--- config.mk ---
export PLATFORM = sky130hd
export DESIGN_NAME = mem_arbiter
export DESIGN_NICKNAME = d
export VERILOG_FILES = /design/src/rtl/mem_pkg.sv /design/src/rtl/mem_arbiter_load_ext.sv /design/src/rtl/mem_arbiter.sv
export SDC_FILE = /design/constraint.sdc
export NUM_CORES = 1
export LEC_CHECK = 0
export ABC_AREA = 1
export CORE_MARGIN = 4
export CORE_UTILIZATION = 44
export DETAILED_ROUTE_END_ITERATION = 8
export PLACE_DENSITY = 0.86
export SYNTH_ARGS = -nofsm -noshare
export SYNTH_HDL_FRONTEND = slang
export SYNTH_SLANG_ARGS = --single-unit
--- constraint.sdc ---
create_clock -name clk -period 3.6 [get_ports clk]
set_input_delay 0.54 -clock clk [delete_from_list [all_inputs] [get_ports clk]]
set_output_delay 0.54 -clock clk [all_outputs]
set_load 0.05 [all_outputs]
--- src/rtl/mem_pkg.sv ---
// Shared types for the ktc32 memory path: size/write-enable codes, port ids, arbiter states.
package mem_pkg;
    localparam logic [1:0] SZ_NONE = 2'b00;
    localparam logic [1:0] SZ_BYTE = 2'b01;
    localparam logic [1:0] SZ_HALF = 2'b10;
    localparam logic [1:0] SZ_WORD = 2'b11;

    typedef enum logic {
        PORT_FETCH = 1'b0,
        PORT_DATA  = 1'b1
    } port_e;

    typedef enum logic [1:0] {
        IDLE   = 2'b00,
        ACCESS = 2'b01,
        DONE   = 2'b10
    } state_e;
endpackage

--- src/rtl/mem_arbiter_load_ext.sv ---
// Combinational load size/sign extension from the low bits of a RAM word.
module load_ext
    import mem_pkg::*;
(
    input  logic [31:0] rd,
    input  logic [1:0]  size,
    input  logic        uns,
    output logic [31:0] result
);
    always_comb begin
        result = rd;
        case (size)
            SZ_BYTE: result = {{24{~uns & rd[7]}}, rd[7:0]};
            SZ_HALF: result = {{16{~uns & rd[15]}}, rd[15:0]};
            default: result = rd;
        endcase
    end
endmodule

--- src/rtl/mem_arbiter.sv ---
// Arbitrates the single-port RAM/IO block between instruction fetch and load/store.
// Each granted access runs IDLE -> ACCESS -> DONE, acking in DONE.
module mem_arbiter
    import mem_pkg::*;
#(
    parameter bit ROUND_ROBIN = 1'b1,
    parameter bit RESET_LAST  = 1'b0
) (
    input  logic        clk,
    input  logic        rst,
    input  logic        i_req,
    input  logic [31:0] i_addr,
    output logic        i_ack,
    output logic [31:0] i_rdata,
    input  logic        d_req,
    input  logic        d_we,
    input  logic [1:0]  d_size,
    input  logic        d_unsigned,
    input  logic [31:0] d_addr,
    input  logic [31:0] d_wdata,
    output logic        d_ack,
    output logic [31:0] d_rdata,
    output logic [1:0]  mem_we,
    output logic [31:0] mem_addr,
    output logic [31:0] mem_wd,
    input  logic [31:0] mem_rd
);
    state_e      state;
    port_e       last_port;
    port_e       gnt_port;
    logic        gnt_store;
    logic [1:0]  gnt_size;
    logic        gnt_uns;
    logic [1:0]  we_q;
    logic [31:0] ext_rd;
    logic        grant_data;
    logic [1:0]  d_size_n;

    assign d_size_n = (d_size == SZ_NONE) ? SZ_WORD : d_size;

    // Data wins when alone, when priority is fixed, or when fetch had the last grant.
    assign grant_data = d_req & (~i_req | ~ROUND_ROBIN | (last_port == PORT_FETCH));

    // Reset masks the write strobe so a reset landing in ACCESS never writes.
    assign mem_we = rst ? SZ_NONE : we_q;

    load_ext u_load_ext (
        .rd     (mem_rd),
        .size   (gnt_size),
        .uns    (gnt_uns),
        .result (ext_rd)
    );

    always_ff @(posedge clk) begin
        if (rst) begin
            state     <= IDLE;
            last_port <= port_e'(RESET_LAST);
            gnt_port  <= PORT_FETCH;
            gnt_store <= 1'b0;
            gnt_size  <= SZ_WORD;
            gnt_uns   <= 1'b0;
            we_q      <= SZ_NONE;
            i_ack     <= 1'b0;
            d_ack     <= 1'b0;
            i_rdata   <= '0;
            d_rdata   <= '0;
            mem_addr  <= '0;
            mem_wd    <= '0;
        end else begin
            case (state)
                IDLE: begin
                    i_ack <= 1'b0;
                    d_ack <= 1'b0;
                    if (grant_data) begin
                        state     <= ACCESS;
                        last_port <= PORT_DATA;
                        gnt_port  <= PORT_DATA;
                        gnt_store <= d_we;
                        gnt_size  <= d_size_n;
                        gnt_uns   <= d_unsigned;
                        we_q      <= d_we ? d_size_n : SZ_NONE;
                        mem_addr  <= d_addr;
                        mem_wd    <= d_wdata;
                    end else if (i_req) begin
                        state     <= ACCESS;
                        last_port <= PORT_FETCH;
                        gnt_port  <= PORT_FETCH;
                        gnt_store <= 1'b0;
                        gnt_size  <= SZ_WORD;
                        gnt_uns   <= 1'b0;
                        we_q      <= SZ_NONE;
                        mem_addr  <= i_addr;
                        mem_wd    <= '0;
                    end
                end
                ACCESS: begin
                    state <= DONE;
                    we_q  <= SZ_NONE;
                    if (gnt_port == PORT_FETCH) begin
                        i_ack   <= 1'b1;
                        i_rdata <= mem_rd;
                    end else begin
                        d_ack   <= 1'b1;
                        d_rdata <= gnt_store ? 32'h0 : ext_rd;
                    end
                end
                DONE: begin
                    state <= IDLE;
                    i_ack <= 1'b0;
                    d_ack <= 1'b0;
                end
                default: state <= IDLE;
            endcase
        end
    end
endmodule

# == Word level (Yosys, flattened, before mapping) ==
# Index checks and enable logic that the tools add are counted.
# word_totals
output_inout_bits,132
inputBits,136
reg_bits,139
# op_classes
muxes,25
n_reduce_logical,12
bitwise,7
eq_ne,7
# op_table
operator,count
2-to-1 mux 32 bit,5
case mux 32 bit (2 select lines),1
2-to-1 mux 2 bit,9
AND reduction 2 bit,6
case mux 2 bit (2 select lines),2
2-to-1 mux 1 bit,6
nonzero test 2 bit,3
"equality test 2 x 1 -> 1 bit, second input constant",2
"equality test 2 bit, second input constant",2
logical NOT 2 bit,2
"!= test 2 bit, second input constant",2
case mux 1 bit (2 select lines),2
bitwise AND 1 bit,3
"!= test 3 bit, second input constant",1
inverter 1 bit,3
OR reduction 2 bit,1
bitwise OR 1 bit,1

# == Longest topological paths before layout ==
# Gate-level depths: netlist (run 1).
# logic_depth
depth_word,5
mapped_depth,9
mapped_depth_nobuf,8

# == By module ==
# From an unflattened synthesis (run 1), not the netlist that was laid out.
# unflattened
cells_unflattened,913
area_unflattened_um2,6334.8
# by_module_without_submodules
mod,area_per_inst_um2,cells_each,seq_area_each_um2,instances
mem_arbiter,5943.2,841,2782.7,1
load_ext,391.6,72,0.0,1

# == Worst setup path after synthesis (run 1) ==
# No wires, ideal clock.
# synth_path
kind,input to output
start,in rst
end,out mem_we[0]
path_buffers,1
setup_slack_ps,1646
required_time_ps,3060
arrival_ps,1414
path_stages,2
path_cell_list,clkbuf_1 nor2_1
# synth_between
elab_chain_cells,1
# synth_rtl
item,line,source
"start, declared",mem_arbiter.sv:10,"input logic rst,"
2-to-1 mux 2 bit,mem_arbiter.sv:45,assign mem_we = rst ? SZ_NONE : we_q;
"end, declared",mem_arbiter.sv:23,"output logic [1:0] mem_we,"
# No other way between the ends.

# == Worst setup path after layout (run 1) ==
# Ends and elaborated chain as after synthesis.

==> flow_metrics.env, run 1 <==
export IMPL_ys_warnings_count=0
export IMPL_worstPathCellList="buf_4, nor2_1, clkdlybuf4s50_1"
export IMPL_pwr_share_seq=0.392
export IMPL_finish_utilization=0.723
export IMPL_grt_pass1_wl_mm=27.6
export IMPL_critPathRequiredTime_ns=3.06
export IMPL_rsz0062_at_grt="no"
export IMPL_cts_resized=0
export IMPL_clock_tree_htree_level_count=4
export IMPL_drt_iter0_drc=475
export IMPL_pwr_share_clk=0.380
export IMPL_cts_sinks=139
export IMPL_grtUsageMet1=0.278
export IMPL_drive_above_1_share=0.0434
export IMPL_grt_usage=0.242
export IMPL_n_antenna_cell=0
export IMPL_cts_setup_buffers=0
export IMPL_fillCellCount=973
export IMPL_vias=5935
export IMPL_layout_commonest_cell="nand2_1"
export IMPL_chipWidth_microns=120
export IMPL_cp_slowest_cell="clkdlybuf4s50_1"
export IMPL_power_leakage_nw=3.41
export IMPL_area_growth_pct=59.1
export IMPL_hold_class="reg -> reg"
export IMPL_synth_distinct_cells=20
export IMPL_syn_cell_area_sq_mm=0.00551
export IMPL_critPathBufInv=2
export IMPL_wl_mm=18.0
export IMPL_grt_use_met2=0.413
export IMPL_min_period_ns=2.46
export IMPL_combPwrFrac=0.228
export IMPL_clock_path_buffers=2
export IMPL_power_density_mw_per_mm2=490
export IMPL_hold_viol_final=0
export IMPL_dieArea_sq_mm=0.0144
export IMPL_cts_tree="done"
export IMPL_cp_max_fo=59
export IMPL_overflow=0
export IMPL_p_int_w=0.00302
export IMPL_critPathTopFamily="buffers and inverters"
export IMPL_ys_ff_latch=139
export IMPL_cts_root_buf="clkbuf_16"
export IMPL_pre_cts_slack_ns=0.877
export IMPL_num_io_pins=268
export IMPL_ctsHoldBuffers=0
export IMPL_syn_inst=783
export IMPL_io_buffers=267
export IMPL_finalCritPeriodShare=0.685
export IMPL_drt_pre_antenna_iters=5
export IMPL_switchingPower_w=0.00127
export IMPL_grt_max_degree=82
export IMPL_max_stage_delay_ns=0.75
export IMPL_status="completed"
export IMPL_start_kind="input port"
export IMPL_use_met3=0.0966
export IMPL_final_nets=1163
export IMPL_drv_cap=0
export IMPL_fin_ws_ns=1.14
export IMPL_setup_viol=0
export IMPL_fp_dieH_microns=120
export IMPL_fmax_mhz=406
export IMPL_drt_vias_per_instance=4.93
export IMPL_finClkSkew_ns=0.00833
export IMPL_peakVddDrop_uv=290
export IMPL_numCtsBuffers=17
export IMPL_core_area_sq_mm=0.0121
export IMPL_cp_end_kind="primary output"
export IMPL_drv_slew=0
export IMPL_gp_congestion=0.797
export IMPL_postSynthAreaPerCell_sq_um=7.03
export IMPL_wl_per_cell_microns=15.0
export IMPL_antenna_found_initial=0
export IMPL_ys_seq_area_frac=0.505
export IMPL_start_util=0.455
export IMPL_clock_latency_ns=0.41
export IMPL_final_cell_mix="nand2_1, clkdlybuf4s50_1, dfxtp_1, a21oi_1, nor2_1"
export IMPL_rows=40
export IMPL_worstMarginPinSlew_ns=0.831
export IMPL_multi_input_comb_area_sq_mm=0.00244
export IMPL_remaining_drc_errors=0
export IMPL_place_hpwl_mm=12.5
export IMPL_netSwitchingFraction=0.297
export IMPL_seq_area_sq_mm=0.00278
export IMPL_clkTransAtPathRegs_ns=0.05
export IMPL_critPathKind="in -> out"
export IMPL_synth_fp_nets=921
export IMPL_postRouteAntennaNets=0
export IMPL_tns_ns=0
export IMPL_grt_pass1_vias=5465
export IMPL_arrival_ns=1.92
export IMPL_slew_headroom=0.446
export IMPL_grt_busiest_layer="met2"
[power groups by stage]
stage	Sequential [W]	Combinational [W]	Clock, W
2_1_floorplan	0.00200	0.000290	0
3_5_place_dp	0.00171	0.000977	0
5_1_grt	0.00169	0.00104	0.00173
3_3_place_gp	0.00171	0.000972	0
4_1_cts	0.00168	0.000984	0.00166
6_report	0.00168	0.000978	0.00163
[worst reg2reg max path, stage by stage (launching register included)]
cell      delay, ns
dfxtp_1        0.36
inv_1          0.06
ha_1           0.31
clkinv_1       0.44
nand2_1        0.47
nand2_1        0.12
nand2_1        0.09
a21oi_1        0.06
[stage by stage]
stage | hold WS, ns | cells | cell area (sq um) | power [W]
after floorplan | 0.444 | 783 | 5510 | 0.00229
after global placement | 0.445 | 1174 | 8210 | 0.00268
after detailed placement | 0.450 | 1174 | 8210 | 0.00269
after CTS | 0.458 | 1204 | 8760 | 0.00432
after global routing | 0.475 | 1204 | 8760 | 0.00446
final | 0.452 | 1204 | 8760 | 0.00429
[layout make-up]
cell class              count  area share
flip-flops and latches    139       0.318
well taps                 168      0.0240
clock inverters             8      0.0110
multi-input cells         578       0.278
inverters                  15     0.00643
clock buffers              22      0.0518
repair buffers            274       0.311
[path summary, 6_finish.rpt]
kind / from / to / slack, ns / cells after the start
min: d_ack / d_ack / 0.45 / 2
max: rst / mem_we[0] / 1.14 / 3
min reg2reg: d_ack / d_ack / 0.45 / 2
max reg2reg: gnt_size[0] / d_rdata[13] / 1.55 / 7
[flip-flops by register name (all words and copies together) (netlist names)]
name,flops
mem_wd,32
i_ack,1
gnt_store,1
gnt_uns,1
mem_addr,32
i_rdata,32
d_rdata,32
d_ack,1
gnt_size,2
state,2
we_q,2
gnt_port,1
[cells by family (layout without fill, tap and decap cells)]
family,count (synthesis),after routing,synth area share
flip-flops,139,139,0.505
AND/OR/NAND/NOR,438,438,0.311
adder cells (fa/ha/maj),2,2,0.00454
AO/OA/AOI/OAI,138,138,0.126
buffers and inverters,66,319,0.0529
[metal layers]
metal | share of wire | wire, microns
met1 | 0.39 | 7040
met2 | 0.49 | 8910
met3 | 0.095 | 1710
met4 | 0.021 | 376
met5 | 0 | 0
[cell usage after synthesis (all sizes together)]
cell / instances / area share
nand4: 1 / 0.0023
inv: 14 / 0.0095
a21oi: 133 / 0.12
ha: 2 / 0.0045
o21ai: 5 / 0.0052
clkinv: 1 / 0.00068
dfxtp: 139 / 0.51
nand3b: 1 / 0.0014
nand2: 356 / 0.24
nor2: 45 / 0.032
clkbuf: 22 / 0.015
nor3: 1 / 0.00091
or2: 2 / 0.0023
nand3: 32 / 0.029
buf: 29 / 0.028
Note: power is estimated with default switching activity, not from simulation.
==> inputs of run 2 (changes only) <==
--- a/config.mk
+++ b/config.mk
@@ -7,9 +7,9 @@
 export LEC_CHECK = 0
 export ABC_AREA = 1
 export CORE_MARGIN = 4
-export CORE_UTILIZATION = 44
+export CORE_UTILIZATION = 37
 export DETAILED_ROUTE_END_ITERATION = 8
-export PLACE_DENSITY = 0.86
+export PLACE_DENSITY = 0.77
 export SYNTH_ARGS = -nofsm -noshare
 export SYNTH_HDL_FRONTEND = slang
 export SYNTH_SLANG_ARGS = --single-unit
==> constraint.sdc (replaced) <==
create_clock -name clk -period 2.1 [get_ports clk]
set_input_delay 0.315 -clock clk [delete_from_list [all_inputs] [get_ports clk]]
set_output_delay 0.315 -clock clk [all_outputs]
set_load 0.05 [all_outputs]
==> flow_metrics.env, run 2 (synthesis gave the netlist of run 1 again) <==
export IMPL_status="completed"
export IMPL_combPwrFrac=0.231
export IMPL_chipWidth_microns=130
export IMPL_finish_utilization=0.611
export IMPL_slew_headroom=0.599
export IMPL_tns_ns=0
export IMPL_fillCellCount=1343
export IMPL_finClkSkew_ns=0.0122
export IMPL_r2r_end="we_q[0]"
export IMPL_grt_pass1_vias=5505
export IMPL_drive_above_1_share=0.0500
export IMPL_n_antenna_cell=0
export IMPL_layout_commonest_cell="nand2_1"
export IMPL_critPathTopFamily="buffers and inverters"
export IMPL_grt_max_degree=93
export IMPL_arrival_ns=1.61
export IMPL_critPathKind="reg -> out"
export IMPL_dieArea_sq_mm=0.0169
export IMPL_hold_viol_final=0
export IMPL_io_buffers=267
export IMPL_netSwitchingFraction=0.299
export IMPL_rsz0062_at_grt="no"
export IMPL_drt_vias_per_instance=4.75
export IMPL_finalCritPeriodShare=0.919
export IMPL_rows=44
export IMPL_r2r_slack_ns=0.43
export IMPL_peakVddDrop_uv=498
export IMPL_gp_congestion=0.803
export IMPL_worstPathCellList="clkdlybuf4s50_1"
export IMPL_clkTransAtPathRegs_ns=0.06
export IMPL_drv_slew=0
export IMPL_antenna_found_initial=0
export IMPL_cts_resized=0
export IMPL_cp_slowest_cell="clkdlybuf4s50_1"
export IMPL_final_nets=1168
export IMPL_cp_depth=1
export IMPL_cts_setup_buffers=0
export IMPL_vias=5815
export IMPL_grt_pass1_wl_mm=27.6
export IMPL_numCtsBuffers=17
export IMPL_pwr_share_seq=0.392
export IMPL_place_area_sq_mm=0.00834
export IMPL_critPathBufInv=1
export IMPL_core_area_sq_mm=0.0145
export IMPL_clock_latency_ns=0.41
export IMPL_seq_area_sq_mm=0.00278
export IMPL_drt_iter0_drc=279
export IMPL_critPathLaunch="mem_addr[2]"
export IMPL_reg2reg_depth=6
export IMPL_place_hpwl_mm=12.3
export IMPL_wl_mm=17.8
export IMPL_num_io_pins=268
export IMPL_min_period_ns=1.93
export IMPL_power_density_mw_per_mm2=827
export IMPL_setup_viol=0
export IMPL_postRouteAntennaNets=0
export IMPL_clock_path_buffers=2
export IMPL_cts_tree="done"
export IMPL_area_growth_pct=61.3
export IMPL_remaining_drc_errors=0
export IMPL_grt_usage=0.206
export IMPL_hold_class="in -> reg"
export IMPL_cp_end_kind="primary output"
export IMPL_cts_sinks=139
export IMPL_pwr_share_clk=0.377
export IMPL_final_cell_mix="nand2_1, clkdlybuf4s50_1, dfxtp_1, a21oi_1, nor2_1"
export IMPL_multi_input_comb_area_sq_mm=0.00244
export IMPL_drv_cap=0
export IMPL_fmax_mhz=518
export IMPL_crit_end="mem_addr[2]"
export IMPL_worstMarginPinSlew_ns=0.600
export IMPL_clock_tree_htree_level_count=4
export IMPL_switchingPower_w=0.00220
export IMPL_critPathRequiredTime_ns=1.78
export IMPL_wl_per_cell_microns=14.5
export IMPL_drt_pre_antenna_iters=4
export IMPL_start_util=0.379
export IMPL_ctsHoldBuffers=0
export IMPL_cts_root_buf="clkbuf_16"
export IMPL_max_stage_delay_ns=0.83
export IMPL_p_int_w=0.00515
export IMPL_fin_hold_ws_ns=0.388
export IMPL_rr_startpoint="state[1]"
export IMPL_fp_dieH_microns=130
export IMPL_cp_max_fo=2
export IMPL_stdcell_area_sq_mm=0.00888
export IMPL_start_kind="register"
export IMPL_overflow=0
export IMPL_power_leakage_nw=3.45
run 2: cell count changes in the layout (fill, tap and decap cells not counted), sizes merged:
cell	delta
buf	+7
bufinv	-1
clkbuf	+1
clkdlybuf4s50	-2
clkinv	-3
clkinvlp	+2
run 2: power groups by stage:
stage               registers (W)  logic [W]  clock network, W
finish                    0.00288    0.00170           0.00277
global route              0.00290    0.00182           0.00297
floorplan                 0.00343   0.000497                 0
global placement          0.00293    0.00170                 0
CTS                       0.00288    0.00171           0.00284
detailed placement        0.00294    0.00171                 0
run 2: layout make-up:
type / count / share of cell area
tap: 184 / 0.0259
sequential: 139 / 0.313
clock buffer: 23 / 0.0538
timing repair buffer: 279 / 0.319
inverter: 15 / 0.00634
clock inverter: 6 / 0.00746
multi-input combinational: 578 / 0.275
run 2: layer usage:
metal / GRT usage / vias up / wire length (microns)
met5: 0 / - / 0
met2: 0.350 / 198 / 8620
met4: 0.0697 / 0 / 330
li1: - / 2977 / -
met1: 0.234 / 2621 / 7270
met3: 0.0876 / 19 / 1560
run 2: worst min-delay path by stage:
stage / startpoint / depth (start not counted) / endpoint / slack [ns]
final: rst / 2 / state[0] / 0.39
after detailed placement: i_rdata[10] / 2 / i_rdata[10] / 0.45
after floorplan: gnt_store / 2 / gnt_store / 0.44
after CTS: rst / 2 / state[0] / 0.36
after global placement: i_ack / 2 / i_ack / 0.44
after global routing: rst / 2 / mem_addr[21] / 0.39
run 2: through the flow:
stage               total power [W]  std cells  setup WS (ns)
floorplan                   0.00393        783          0.596
global placement            0.00463       1195          0.289
detailed placement          0.00464       1195          0.264
CTS                         0.00744       1224          0.127
global route                0.00769       1224          0.110
finish                      0.00735       1224          0.171
